## src/rtl/wk_fetch_pkg.sv

```systemverilog
// Shared types and constants for the weight-memory read initiator.
// Holds the fetch FSM state encoding and the default weight matrix size.
package wk_fetch_pkg;

  typedef enum logic [1:0] {
    IDLE,
    FETCH,
    DRAIN,
    DONE
  } state_t;

  localparam int WEIGHT_WORDS = 2048;

endpackage

```

## src/rtl/fetch_fifo.sv

```systemverilog
// Synchronous return buffer, WIDTH x DEPTH, same-cycle push and pop.
// Ports: clk, rst, push/din, pop/dout (head), count, empty.
module fetch_fifo #(
  parameter int WIDTH = 64,
  parameter int DEPTH = 4
) (
  input  logic                       clk,
  input  logic                       rst,
  input  logic                       push,
  input  logic [WIDTH-1:0]           din,
  input  logic                       pop,
  output logic [WIDTH-1:0]           dout,
  output logic [$clog2(DEPTH):0]     count,
  output logic                       empty
);

  localparam int AW = $clog2(DEPTH);

  logic [WIDTH-1:0] mem [DEPTH];
  logic [AW-1:0]    wp;
  logic [AW-1:0]    rp;
  logic             full;

  assign dout  = mem[rp];
  assign empty = (count == '0);
  assign full  = (count == (AW+1)'(DEPTH));

  always_ff @(posedge clk) begin
    if (push) begin
      mem[wp] <= din;
    end
  end

  always_ff @(posedge clk) begin
    if (rst) begin
      wp    <= '0;
      rp    <= '0;
      count <= '0;
    end else begin
      if (push) wp <= wp + 1'b1;
      if (pop)  rp <= rp + 1'b1;
      case ({push, pop})
        2'b10:   count <= count + 1'b1;
        2'b01:   count <= count - 1'b1;
        default: ;
      endcase
    end
  end

  // Issue throttling upstream must make overflow impossible.
  always_ff @(posedge clk) begin
    if (!rst) begin
      assert (!(push && full && !pop));
    end
  end

endmodule

```

## src/rtl/wk_fetch.sv

```systemverilog
// Weight memory read initiator: walks a word range, buffers returns, streams.
// Ports: start/base_addr/num_words cmd, busy/done, mem_* read port, w_* stream.
module wk_fetch
  import wk_fetch_pkg::*;
#(
  parameter int WIDTH      = 64,
  parameter int ADDR_W     = 32,
  parameter int LEN_W      = 16,
  parameter int FIFO_DEPTH = 4
) (
  input  logic              clk,
  input  logic              rst,
  input  logic              start,
  input  logic [ADDR_W-1:0] base_addr,
  input  logic [LEN_W-1:0]  num_words,
  output logic              busy,
  output logic              done,
  output logic              mem_write_en,
  output logic [WIDTH-1:0]  mem_data_in,
  output logic [ADDR_W-1:0] mem_addr,
  input  logic [WIDTH-1:0]  mem_data_out,
  output logic              w_valid,
  input  logic              w_ready,
  output logic [WIDTH-1:0]  w_data,
  output logic              w_last
);

  localparam int AW = $clog2(FIFO_DEPTH);
  localparam int OW = AW + 2;

  state_t            state;
  logic [ADDR_W-1:0] base_q;
  logic [LEN_W-1:0]  num_q;
  logic [LEN_W-1:0]  issued;
  logic [LEN_W-1:0]  popped;
  // rq: address on the bus this cycle; inflight: its data on mem_data_out
  logic              rq;
  logic              inflight;

  logic [AW:0]       count;
  logic              empty;
  logic [WIDTH-1:0]  head;
  logic              pop;
  logic              start_ok;
  logic              rd_issue;
  logic              last_pop;
  logic [OW-1:0]     occ;

  assign mem_write_en = 1'b0;
  assign mem_data_in  = '0;

  assign pop      = !empty && w_ready;
  assign start_ok = (state == IDLE) && start;

  // Words buffered or still on their way back, with a same-cycle pop freed.
  assign occ = OW'(count) + OW'(rq) + OW'(inflight) - OW'(pop);

  // The first read goes out with the accepted start.
  assign rd_issue = (start_ok && num_words != '0) ||
                    (state == FETCH && occ < OW'(FIFO_DEPTH));

  assign w_valid  = !empty;
  assign w_data   = empty ? '0 : head;
  assign w_last   = w_valid && (popped == num_q - LEN_W'(1));
  assign last_pop = pop && w_last;

  assign busy = (state == FETCH) || (state == DRAIN);
  assign done = (state == DONE);

  fetch_fifo #(
    .WIDTH (WIDTH),
    .DEPTH (FIFO_DEPTH)
  ) u_fifo (
    .clk   (clk),
    .rst   (rst),
    .push  (inflight),
    .din   (mem_data_out),
    .pop   (pop),
    .dout  (head),
    .count (count),
    .empty (empty)
  );

  always_ff @(posedge clk) begin
    if (rst) begin
      state    <= IDLE;
      base_q   <= '0;
      num_q    <= '0;
      issued   <= '0;
      popped   <= '0;
      rq       <= 1'b0;
      inflight <= 1'b0;
      mem_addr <= '0;
    end else begin
      rq       <= rd_issue;
      inflight <= rq;
      if (pop) popped <= popped + 1'b1;
      if (rd_issue) begin
        mem_addr <= start_ok ? base_addr
                             : base_q + ADDR_W'(issued);
        issued   <= start_ok ? LEN_W'(1) : issued + 1'b1;
      end
      unique case (state)
        IDLE: begin
          if (start) begin
            base_q <= base_addr;
            num_q  <= num_words;
            popped <= '0;
            if (num_words == '0)
              state <= DONE;
            else if (num_words == LEN_W'(1))
              state <= DRAIN;
            else
              state <= FETCH;
          end
        end
        FETCH: begin
          if (rd_issue && issued == num_q - LEN_W'(1))
            state <= DRAIN;
        end
        DRAIN: begin
          if (last_pop) state <= DONE;
        end
        DONE: state <= IDLE;
      endcase
    end
  end

endmodule

```

## config.mk

```make
export PLATFORM = sky130hd
export DESIGN_NAME = wk_fetch
export DESIGN_NICKNAME = d
export VERILOG_FILES = /design/src/rtl/wk_fetch_pkg.sv /design/src/rtl/fetch_fifo.sv /design/src/rtl/wk_fetch.sv
export SDC_FILE = /design/constraint.sdc
export NUM_CORES = 1
export LEC_CHECK = 0
export BUFFER_PORTS_ARGS = -buffer_cell sky130_fd_sc_hd__buf_2
export CORE_MARGIN = 2
export CORE_UTILIZATION = 57
export DETAILED_ROUTE_END_ITERATION = 6
export MAX_ROUTING_LAYER = met4
export PLACE_DENSITY = 0.9
export REMOVE_ABC_BUFFERS = 1
export SETUP_SLACK_MARGIN = 0.5
export SYNTH_ARGS = -nofsm -noshare
export SYNTH_HDL_FRONTEND = slang
export SYNTH_SLANG_ARGS = --single-unit
```

## constraint.sdc

```tcl
create_clock -name clk -period 5.3 [get_ports clk]
set_input_delay 0.795 -clock clk [delete_from_list [all_inputs] [get_ports clk]]
set_output_delay 0.795 -clock clk [all_outputs]
set_load 0.005 [all_outputs]
```

==> results of run 1 <==
==> worst max-delay path, stage by stage, from the launching register on <==
cell	delay, ns
dfxtp_1	0.37
inv_1	0.08
ha_1	0.23
nor4b_1	0.57
nand3_1	0.42
or3_1	0.44
a2111o_1	0.37
nor4b_1	0.43
buf_2	0.20
==> final cells by class <==
| type | instances | share of cell area |
|---|---|---|
| timing repair buffer | 230 | 0.0600 |
| antenna | 7 | 0.000882 |
| tap | 396 | 0.0250 |
| sequential | 381 | 0.514 |
| inverter | 21 | 0.00397 |
| multi-input combinational | 928 | 0.334 |
| clock buffer | 54 | 0.0550 |
| clock inverter | 18 | 0.00756 |
==> power by group through the flow <==
stage	clock (W)	combinational (W)	sequential, W
after detailed placement	0	0.00239	0.00374
after global routing	0.00277	0.00266	0.00372
final	0.00261	0.00240	0.00368
after global placement	0	0.00232	0.00373
after floorplan	0	0.00150	0.00373
after CTS	0.00267	0.00241	0.00368
==> cells in the final DEF (no fill, tap or decap), drive strengths merged, types with 32 or more instances in the layout <==
master,n
a21oi,88
and2,72
buf,230
clkbuf,54
conb,65
dfxtp,125
edfxtp,256
mux4,64
nand2,159
nand3,32
nor2,76
o21ai,40
xnor2,48
xor2,33
==> kinds of logic after synthesis <==
family                     after synthesis
AOI/OAI and AO/OA                      214
xor gates and xnor gates                85
other                                    1
muxes                                   67
buffers and inverters                  163
adders and majority gates               33
DFF                                    381
and+or+nand+nor                        464
==> flip-flops by register name, indices dropped and copies added (netlist names), 3 cells and up, named ones only <==
| signal | count |
|---|---|
| u_fifo.mem | 256 |
| base_q | 32 |
| mem_addr | 32 |
| issued | 16 |
| num_q | 16 |
| popped | 16 |
| u_fifo.count | 3 |
==> metrics by stage <==
step | area, sq um | hold slack (ns)
final | 19900 | 0.458
after global routing | 19900 | 0.448
after CTS | 19800 | 0.438
after detailed placement | 18600 | 0.456
after global placement | 18600 | 0.448
after floorplan | 16900 | 0.435
==> layer usage <==
| metal | vias up | part of all wire |
|---|---|---|
| met2 | 556 | 0.50 |
| met4 | 0 | 0.021 |
| li1 | 5466 | - |
| met1 | 5729 | 0.39 |
| met5 | - | 0 |
| met3 | 73 | 0.086 |
==> synthesized netlist by cell type (16+ instances only) <==
cell,count,area [sq um]
inv_1,21,78.8
buf_4,65,488
nand4_1,18,113
mux4_2,64,1440
ha_1,31,388
and2_1,72,450
o21ai_0,38,190
xor2_1,33,289
nor3_1,16,80.1
dfxtp_1,125,2500
nor2_1,76,285
clkbuf_1,62,233
a21oi_1,87,435
edfxtp_1,256,7690
xnor2_1,48,420
nand3_1,32,160
nand2_1,159,597
==> worst max path at each step <==
stage	startpoint	to	slack [ns]	cells after the start
after detailed placement	w_ready	state[0]	0.96	13
final	num_q[0]	w_last	0.87	8
after floorplan	start	issued[11]	0.29	7
after global placement	w_ready	state[0]	1.14	13
after global routing	num_q[0]	w_last	0.61	8
after CTS	num_q[0]	w_last	0.86	8
==> impl_metrics.env, run 1 <==
export IMPL_drv_slew=0
export IMPL_setup_viol_count_final=0
export IMPL_period_share=0.837
export IMPL_wl_per_cell_um=19.4
export IMPL_grt_first_pass_wirelength_um=60600
export IMPL_grt_busiest_layer="met2"
export IMPL_ys_ff_latch=381
export IMPL_numPlacedInstances=1956
export IMPL_vias=11800
export IMPL_cts_made_buffers=39
export IMPL_fin_util=0.654
export IMPL_core_area_sq_um=30300
export IMPL_synthSimpleGateAreaFrac=0.133
export IMPL_seq_area_sq_um=10200
export IMPL_maxSlewHeadroom=0.235
export IMPL_clock_latency_ns=0.54
export IMPL_synthFlopType="edfxtp_1"
export IMPL_drt_wl_total_um=39500
export IMPL_power_internal_w=0.00596
export IMPL_hold_violations=0
export IMPL_track_usage=0.249
export IMPL_cts_htree_levels=2
export IMPL_cp_end_kind="primary output"
export IMPL_synth_seq_area_share=0.585
export IMPL_async_flop_share=0
export IMPL_port_buffers=215
export IMPL_crit_fanout=8
export IMPL_syn_area_sq_um=17400
export IMPL_synthCells=1408
export IMPL_cts_tree="done"
export IMPL_chipHeight_um=179
export IMPL_synth_top_family_by_area="simple AND/OR/NAND/NOR gates"
export IMPL_hold_buffers=0
export IMPL_drt_iter0_drc=1007
export IMPL_max_freq_ghz=0.226
export IMPL_synth_edff_count=256
export IMPL_synth_mux_area_fraction=0.0844
export IMPL_p_comb_frac=0.276
export IMPL_p_sw_frac=0.314
export IMPL_ys_warn_count=0
export IMPL_instances_no_fill=2035
export IMPL_cellPowerDensity_nw_per_um2=438
export IMPL_first_pass_iters=5
export IMPL_io_pins=281
export IMPL_hold_path_class="in -> reg"
export IMPL_synth_adder_area_share=0.0246
export IMPL_fin_skew_ns=0.0272
export IMPL_grt_met3_usage=0.0522
export IMPL_dp_hpwl_um=25800
export IMPL_vdd_drop_max_mv=0.302
export IMPL_layout_drive_gt1_share=0.230
export IMPL_reg2reg_from="u_fifo.count[0]"
export IMPL_grt_setup_unrepaired="no"
export IMPL_required_ns=4.51
export IMPL_clk_pin_slew_ns=0.06
export IMPL_synth_xor_area_share=0.0459
export IMPL_cts_root_buf="clkbuf_16"
export IMPL_gr_usage_met1=0.300
export IMPL_min_path_cells=1
export IMPL_p_sw_w=0.00273
export IMPL_syn_avg_cell_area_sq_um=12.4
export IMPL_worst_slack_ns=0.866
export IMPL_drc=0
export IMPL_sequentialPowerShare=0.424
export IMPL_max_cap_violations=0
export IMPL_die_w_um=179
export IMPL_num_rows=64
export IMPL_power_leakage_nw=7.37
export IMPL_initial_core_util=0.574
export IMPL_grt_util_met2=0.425
export IMPL_post_cts_buffers=0
export IMPL_first_global_vias=11700
export IMPL_holdPathEnd="u_fifo.mem[1][49]"
export IMPL_ctsResizeCount=0
export IMPL_routed_via_density=5.81
export IMPL_synth_compound_area_share=0.0774
export IMPL_floorplan_die_area_sq_um=32000
export IMPL_grt_ovfl_total=0
export IMPL_gp_congestion=0.925
export IMPL_ys_types=66
export IMPL_final_net_count=1750
export IMPL_drtAntennaViolNets=0
export IMPL_worst_slew_pin_slew_ns=1.15
export IMPL_worstReg2RegEnd="state[0]"
export IMPL_antenna_found_initial=7
export IMPL_rr_worst_depth=13
export IMPL_setup_tns_ns=0
export IMPL_area_growth_pct=13.9
export IMPL_clock_sinks=381
export IMPL_dp_slack_ns=0.956
export IMPL_fillers=2124
export IMPL_clkPwrFrac=0.301
export IMPL_hp_start="mem_data_out[49]"
export IMPL_crit_type="reg -> out"
export IMPL_cp_start_kind="register"
export IMPL_clk_path_buf_depth=3
export IMPL_grt_max_degree=87
export IMPL_critPathArrivalTime_ns=3.64
export IMPL_period_needed_ns=4.43
export IMPL_status="complete, no violations"
export IMPL_rrSetupSlack_ns=1.03
export IMPL_multi_input_area_sq_um=6630
export IMPL_power_total_w=0.00869
Power figures use the tool's default switching activity.
==> run 2: changes to the inputs <==
--- a/config.mk
+++ b/config.mk
@@ -7,10 +7,10 @@
 export LEC_CHECK = 0
 export BUFFER_PORTS_ARGS = -buffer_cell sky130_fd_sc_hd__buf_2
 export CORE_MARGIN = 2
-export CORE_UTILIZATION = 57
+export CORE_UTILIZATION = 51
 export DETAILED_ROUTE_END_ITERATION = 6
 export MAX_ROUTING_LAYER = met4
-export PLACE_DENSITY = 0.9
+export PLACE_DENSITY = 0.86
 export REMOVE_ABC_BUFFERS = 1
 export SETUP_SLACK_MARGIN = 0.5
 export SYNTH_ARGS = -nofsm -noshare
==> constraint.sdc (replaced) <==
create_clock -name clk -period 3.71 [get_ports clk]
set_input_delay 0.5565 -clock clk [delete_from_list [all_inputs] [get_ports clk]]
set_output_delay 0.5565 -clock clk [all_outputs]
set_load 0.005 [all_outputs]
==> run 2 against run 1 <==
Net effect:
- wire length is 9.7% higher
- sequential power up 43%
- first-iteration DRC count up 19%
- critical path depth is 2 lower
- clock-buffer cell count fell by 6
- utilization fell by 3.5 points
- largest cell class unchanged
- cell area is 4.9% higher
- register-to-register slack got worse by 0.58 ns
- clock power is 44% higher
- clock skew decreased by 0.0048 ns
- non-clock buffer count is 56 higher
==> impl_metrics.env, run 2 (synthesis results as in run 1) <==
export IMPL_status="complete, no violations"
export IMPL_largest_reg_flops=256
export IMPL_worst_slew_pin_slew_ns=0.993
export IMPL_routed_via_density=5.76
export IMPL_layout_drive_gt1_share=0.284
export IMPL_max_freq_ghz=0.282
export IMPL_dp_hpwl_um=27200
export IMPL_area_growth_pct=19.4
export IMPL_cts_tree="done"
export IMPL_required_ns=3.15
export IMPL_numPlacedInstances=2035
export IMPL_seq_area_sq_um=10200
export IMPL_instances_no_fill=2138
export IMPL_p_comb_frac=0.327
export IMPL_top_regs="u_fifo.mem x256, base_q x32, mem_addr x32"
export IMPL_grt_setup_unrepaired="yes"
export IMPL_hold_buffers=0
export IMPL_grt_util_met2=0.394
export IMPL_rrSetupSlack_ns=0.45
export IMPL_first_global_vias=11700
export IMPL_holdPathEnd="u_fifo.mem[3][57]"
export IMPL_min_path_cells=1
export IMPL_clk_pin_slew_ns=0.06
export IMPL_gr_usage_met1=0.296
export IMPL_port_buffers=215
export IMPL_layout_common_cells="edfxtp_1, buf_2, nand2_1"
export IMPL_largest_register="u_fifo.mem"
export IMPL_antenna_found_initial=4
export IMPL_max_cap_violations=0
export IMPL_setup_viol_count_final=0
export IMPL_drc=0
export IMPL_dp_slack_ns=-0.0719
export IMPL_cts_root_buf="clkbuf_16"
export IMPL_clk_path_buf_depth=3
export IMPL_clock_latency_ns=0.54
export IMPL_cp_start_kind="register"
export IMPL_grt_first_pass_wirelength_um=63800
export IMPL_rr_worst_depth=17
export IMPL_multi_input_area_sq_um=6950
export IMPL_grt_ovfl_total=0
export IMPL_cts_htree_levels=2
export IMPL_worstReg2RegEnd="mem_addr[28]"
export IMPL_drtAntennaViolNets=0
export IMPL_cp_end_kind="primary output"
export IMPL_reg2reg_from="u_fifo.count[1]"
export IMPL_cts_made_buffers=40
export IMPL_vias=12300
export IMPL_grt_busiest_layer="met2"
export IMPL_clock_sinks=381
export IMPL_chipHeight_um=189
export IMPL_hold_path_class="in -> reg"
export IMPL_first_pass_iters=6
export IMPL_cellPowerDensity_nw_per_um2=643
export IMPL_core_area_sq_um=33600
export IMPL_final_common_cell="edfxtp_1"
export IMPL_hold_violations=0
export IMPL_fillers=2484
export IMPL_drv_slew=0
export IMPL_die_w_um=189
export IMPL_p_sw_w=0.00423
export IMPL_vdd_drop_max_mv=0.417
export IMPL_crit_fanout=8
export IMPL_clkPwrFrac=0.281
export IMPL_wl_per_cell_um=20.3
export IMPL_p_sw_frac=0.316
export IMPL_period_share=0.957
export IMPL_maxSlewHeadroom=0.338
export IMPL_worst_slack_ns=0.158
export IMPL_grt_max_degree=67
export IMPL_drt_iter0_drc=1199
export IMPL_crit_type="reg -> out"
export IMPL_final_net_count=1807
export IMPL_period_needed_ns=3.55
export IMPL_track_usage=0.233
export IMPL_sequentialPowerShare=0.393
export IMPL_hp_start="mem_data_out[57]"
export IMPL_io_pins=281
export IMPL_drt_wl_total_um=43400
export IMPL_grt_met3_usage=0.0404
export IMPL_power_internal_w=0.00916
export IMPL_num_rows=67
export IMPL_critPathArrivalTime_ns=3.00
export IMPL_gp_congestion=0.894
export IMPL_fin_skew_ns=0.0225
export IMPL_floorplan_die_area_sq_um=35700
export IMPL_power_leakage_nw=7.75
export IMPL_initial_core_util=0.518
run 2: cell count changes in the layout (fill, tap and decap cells not counted), sizes merged:
cell      before  now
bufinv         0    2
inv           23   24
diode          7    5
clkinvlp       1    0
buf          230  283
clkbuf        54   51
clkinv        15   16
run 2: power groups by stage:
| stage | clock network [W] | registers, W | logic (W) |
|---|---|---|---|
| after floorplan | 0 | 0.00533 | 0.00215 |
| after global placement | 0 | 0.00533 | 0.00351 |
| after detailed placement | 0 | 0.00534 | 0.00361 |
| after CTS | 0.00382 | 0.00527 | 0.00387 |
| after global routing | 0.00399 | 0.00529 | 0.00473 |
| final | 0.00376 | 0.00526 | 0.00438 |
run 2: layout make-up:
cell class	instances	share of cell area
clock buffer	48	0.0505
antenna	5	0.000601
clock inverter	21	0.00853
tap	448	0.0269
multi-input combinational	928	0.334
timing repair buffer	286	0.0856
inverter	21	0.00391
sequential	381	0.490
run 2: through the flow:
step,hold slack [ns],power (W),utilization,instance area (sq um),setup TNS (ns)
5_1_grt,0.210,0.0140,0.619,20800,0
3_3_place_gp,0.446,0.00883,0.562,18900,0
4_1_cts,0.211,0.0130,0.605,20300,0
2_1_floorplan,0.435,0.00748,-,16900,-60.98
3_5_place_dp,0.454,0.00895,0.562,18900,-0.260
6_report,0.233,0.0134,0.619,20800,0
run 2: critical path: stages (launching register included):
cell     delay [ns]
dfxtp_1        0.39
or4_4          0.59
or4_4          0.54
nor4_4         0.20
xor3_2         0.35
nor4b_4        0.24
buf_2          0.16
run 2: worst max path at each step:
stage / startpoint / to / slack (ns) / depth (start not counted)
CTS: num_q[1] / w_last / 0.11 / 10
finish: num_q[6] / w_last / 0.16 / 6
floorplan: state[0] / issued[11] / -1.17 / 9
detailed placement: u_fifo.count[1] / mem_addr[13] / -0.07 / 12
global placement: u_fifo.count[1] / mem_addr[13] / 0.07 / 12
global route: num_q[0] / w_last / 0.05 / 9
run 2: routing by layer:
metal	part of all wire	wire length [um]
met1	0.40	17300
met2	0.50	21600
met3	0.080	3460
met4	0.024	1030
met5	0	0
run 2: timing repair:
action | CTS | global route
resized for setup | 35 | 58
cloned | 0 | 5
setup buffers | 9 | 15
endpoints found under the setup margin | 37 | 33
pin swaps | 11 | 22
endpoints found under the hold margin | 0 | 0
==> run 3: changes to the inputs <==
--- a/config.mk
+++ b/config.mk
@@ -7,12 +7,13 @@
 export LEC_CHECK = 0
 export BUFFER_PORTS_ARGS = -buffer_cell sky130_fd_sc_hd__buf_2
 export CORE_MARGIN = 2
-export CORE_UTILIZATION = 51
+export CORE_UTILIZATION = 52
 export DETAILED_ROUTE_END_ITERATION = 6
 export MAX_ROUTING_LAYER = met4
-export PLACE_DENSITY = 0.86
+export PLACE_DENSITY = 0.87
 export REMOVE_ABC_BUFFERS = 1
 export SETUP_SLACK_MARGIN = 0.5
 export SYNTH_ARGS = -nofsm -noshare
 export SYNTH_HDL_FRONTEND = slang
+export SYNTH_HIERARCHICAL = 1
 export SYNTH_SLANG_ARGS = --single-unit
==> run 3 against run 2 <==
Net effect:
- the flow now finishes with violations (design-rule violations)
- setup slack worse by 0.0066 ns
- total power increased by 0.43%
- first-iteration DRC count shrank 14%
- non-clock buffer count shrank 9
- critical endpoint unchanged
- largest cell class unchanged
- largest power group unchanged
- highest routed layer unchanged
==> impl_metrics.env, run 3 <==
export IMPL_power_internal_w=0.00910
export IMPL_hold_path_class="in -> reg"
export IMPL_synth_mux_area_fraction=0.0842
export IMPL_period_needed_ns=3.56
export IMPL_p_sw_frac=0.323
export IMPL_clock_sinks=381
export IMPL_synth_seq_area_share=0.573
export IMPL_syn_area_sq_um=17800
export IMPL_ys_ff_latch=381
export IMPL_ys_types=81
export IMPL_max_freq_ghz=0.281
export IMPL_sequentialPowerShare=0.391
export IMPL_largest_register="u_fifo/mem"
export IMPL_routed_via_density=5.78
export IMPL_clk_path_buf_depth=3
export IMPL_ys_warn_count=6
export IMPL_maxSlewHeadroom=0.347
export IMPL_clkPwrFrac=0.287
export IMPL_required_ns=3.15
export IMPL_synthTopCellsByArea="edfxtp_1, dfxtp_1, mux4_2"
export IMPL_wl_met3_um=3120
export IMPL_io_pins=281
export IMPL_drtAntennaViolNets=0
export IMPL_seq_area_sq_um=10200
export IMPL_worstReg2RegEnd="mem_addr[4]"
export IMPL_fillers=2478
export IMPL_cts_htree_levels=2
export IMPL_layout_drive_gt1_share=0.270
export IMPL_num_rows=67
export IMPL_hold_buffers=0
export IMPL_grt_setup_unrepaired="yes"
export IMPL_synth_adder_area_share=0.0255
export IMPL_floorplan_die_area_sq_um=35700
export IMPL_rrSetupSlack_ns=0.61
export IMPL_drt_iter0_drc=1027
export IMPL_final_net_count=1821
export IMPL_setup_viol_count_final=0
export IMPL_async_flop_share=0
export IMPL_cellPowerDensity_nw_per_um2=645
export IMPL_layout_common_cells="edfxtp_1, buf_2, nand2_1"
export IMPL_wl_met1_um=17600
export IMPL_core_area_sq_um=33600
export IMPL_clk_pin_slew_ns=0.06
export IMPL_timing_hold_ws_ns=0.234
export IMPL_synth_compound_area_share=0.0870
export IMPL_gp_congestion=0.927
export IMPL_grt_ovfl_total=0
export IMPL_topRoutingLayerUsed="met4"
export IMPL_period_share=0.959
export IMPL_grt_first_pass_wirelength_um=68700
export IMPL_die_w_um=189
export IMPL_port_buffers=215
export IMPL_largest_reg_flops=256
export IMPL_synthSimpleGateAreaFrac=0.129
export IMPL_synth_edff_count=256
export IMPL_synth_xor_area_share=0.0410
export IMPL_multi_input_area_sq_um=6960
export IMPL_cts_made_buffers=40
export IMPL_final_common_cell="edfxtp_1"
export IMPL_first_pass_iters=7
export IMPL_max_stage_delay_ns=0.53
export IMPL_rr_worst_depth=15
export IMPL_cp_start_kind="register"
export IMPL_cp_cell_sequence="inv_4 -> ha_4 -> or4b_4 -> nor3_2 -> xor3_1 -> a2111oi_4 -> o2111ai_2 -> nor4b_2 -> buf_2"
export IMPL_netlist_area_leader_share=0.432
export IMPL_cp_end_kind="primary output"
export IMPL_numPlacedInstances=2051
export IMPL_instances_no_fill=2155
export IMPL_status="complete, but fails checks"
export IMPL_crit_slowest_cell="or4b_4"
export IMPL_chipHeight_um=189
export IMPL_path_depth=9
export IMPL_power_leakage_nw=7.83
export IMPL_synthFlopType="edfxtp_1"
export IMPL_track_usage=0.252
export IMPL_cts_tree="done"
export IMPL_grt_max_degree=66
export IMPL_antenna_found_initial=6
export IMPL_top_regs="u_fifo/mem x256, base_q x32, mem_addr x32"
export IMPL_p_comb_frac=0.322
export IMPL_crit_family="simple AND/OR/NAND/NOR gates"
export IMPL_drt_wl_total_um=45000
export IMPL_synth_largest_area_cell="edfxtp_1"
export IMPL_crit_type="reg -> out"
export IMPL_syn_avg_cell_area_sq_um=12.4
export IMPL_crit_fanout=8
export IMPL_synthCells=1438
export IMPL_drc=1
export IMPL_dp_hpwl_um=28900
export IMPL_vdd_drop_max_mv=0.473
export IMPL_worst_slew_pin_slew_ns=0.980
export IMPL_crit_start="num_q[1]"
export IMPL_max_cap_violations=0
export IMPL_drv_slew=0
export IMPL_wl_per_cell_um=20.9
export IMPL_yosys_top_cells_count="edfxtp_1, nand2_1, dfxtp_1, nor2_1, a21oi_1"
export IMPL_synth_top_family_by_area="simple AND/OR/NAND/NOR gates"
export IMPL_clock_latency_ns=0.54
export IMPL_vias=12500
export IMPL_reg2reg_from="u_fifo/count[1]"
export IMPL_critPathArrivalTime_ns=3.00
export IMPL_area_growth_pct=17.2
export IMPL_p_sw_w=0.00435
export IMPL_wl_met2_um=23100
export IMPL_violations="design-rule violations"
export IMPL_hp_start="mem_data_out[13]"
export IMPL_initial_core_util=0.529
export IMPL_cts_root_buf="clkbuf_16"
export IMPL_first_global_vias=12300
export IMPL_fin_skew_ns=0.0209
export IMPL_cp_buffers_inverters=2
export IMPL_hold_violations=0
export IMPL_fin_util=0.620
export IMPL_yosysMostFrequentCell="edfxtp_1"
export IMPL_crit_end="w_last"
## run 3: cell types whose count changed after synthesis, sizes merged, moves of 9 or more
cell	previous run	this run
xor2	33	46
a21oi	88	75
nor2	76	88
nand2	159	150
and2	72	8
buf	80	93
xnor2	48	32
nor2b	9	74
inv	21	34
## run 3: metal layers
| layer | global-route usage | vias up |
|---|---|---|
| met1 | 0.313 | 6179 |
| met2 | 0.431 | 562 |
| met5 | - | - |
| li1 | - | 5650 |
| met4 | 0.0682 | 0 |
| met3 | 0.0406 | 73 |
## run 3: how the worst min path moves through the flow
stage / to / slack [ns] / cells past startpoint
after floorplan: base_q[0] / 0.43 / 2
after global placement: base_q[7] / 0.45 / 2
after detailed placement: base_q[3] / 0.46 / 2
after CTS: u_fifo/mem[1][13] / 0.21 / 1
after global routing: u_fifo/mem[1][2] / 0.22 / 1
final: u_fifo/mem[1][13] / 0.23 / 1
## run 3: cells by family (layout without fill, tap and decap cells)
group | after synthesis | in the layout
and+or+nand+nor | 459 | 459
DFF | 381 | 381
AOI/OAI and AO/OA | 229 | 229
muxes | 68 | 68
buffers and inverters | 185 | 384
adders and majority gates | 35 | 35
other | 1 | 71
xor gates and xnor gates | 80 | 80
## run 3: power groups by stage
stage,Combinational [W],Clock (W),Sequential (W)
after global placement,0.00365,0,0.00532
after floorplan,0.00226,0,0.00538
final,0.00433,0.00386,0.00525
after CTS,0.00406,0.00393,0.00526
after detailed placement,0.00374,0,0.00534
after global routing,0.00468,0.00408,0.00529
## run 3: cell type report
class                           count  share of cell area
Sequential cell                   381               0.490
Clock inverter                     25              0.0110
Clock buffer                       48              0.0495
Inverter                           34             0.00624
Timing Repair Buffer              277              0.0816
Antenna cell                        6            0.000720
Tap cell                          448              0.0269
Multi-Input combinational cell    936               0.334
## run 3: repair_timing
| item | in CTS | in global routing |
|---|---|---|
| setup buffers | 14 | 8 |
| pin swaps | 9 | 11 |
| hold endpoints to repair | 0 | 0 |
| gates cloned | 1 | 2 |
| setup endpoints to repair | 32 | 48 |
| gates resized for setup | 36 | 26 |
## run 3: through the flow
step                TNS, ns  cell area [sq um]  total power [W]  setup WS [ns]
detailed placement        0              19100          0.00909          0.127
floorplan           -238.65              17100          0.00764          -3.58
finish                    0              20800           0.0135          0.152
global route              0              20800           0.0141        0.00720
CTS                       0              20600           0.0133          0.135
global placement          0              19100          0.00898          0.162
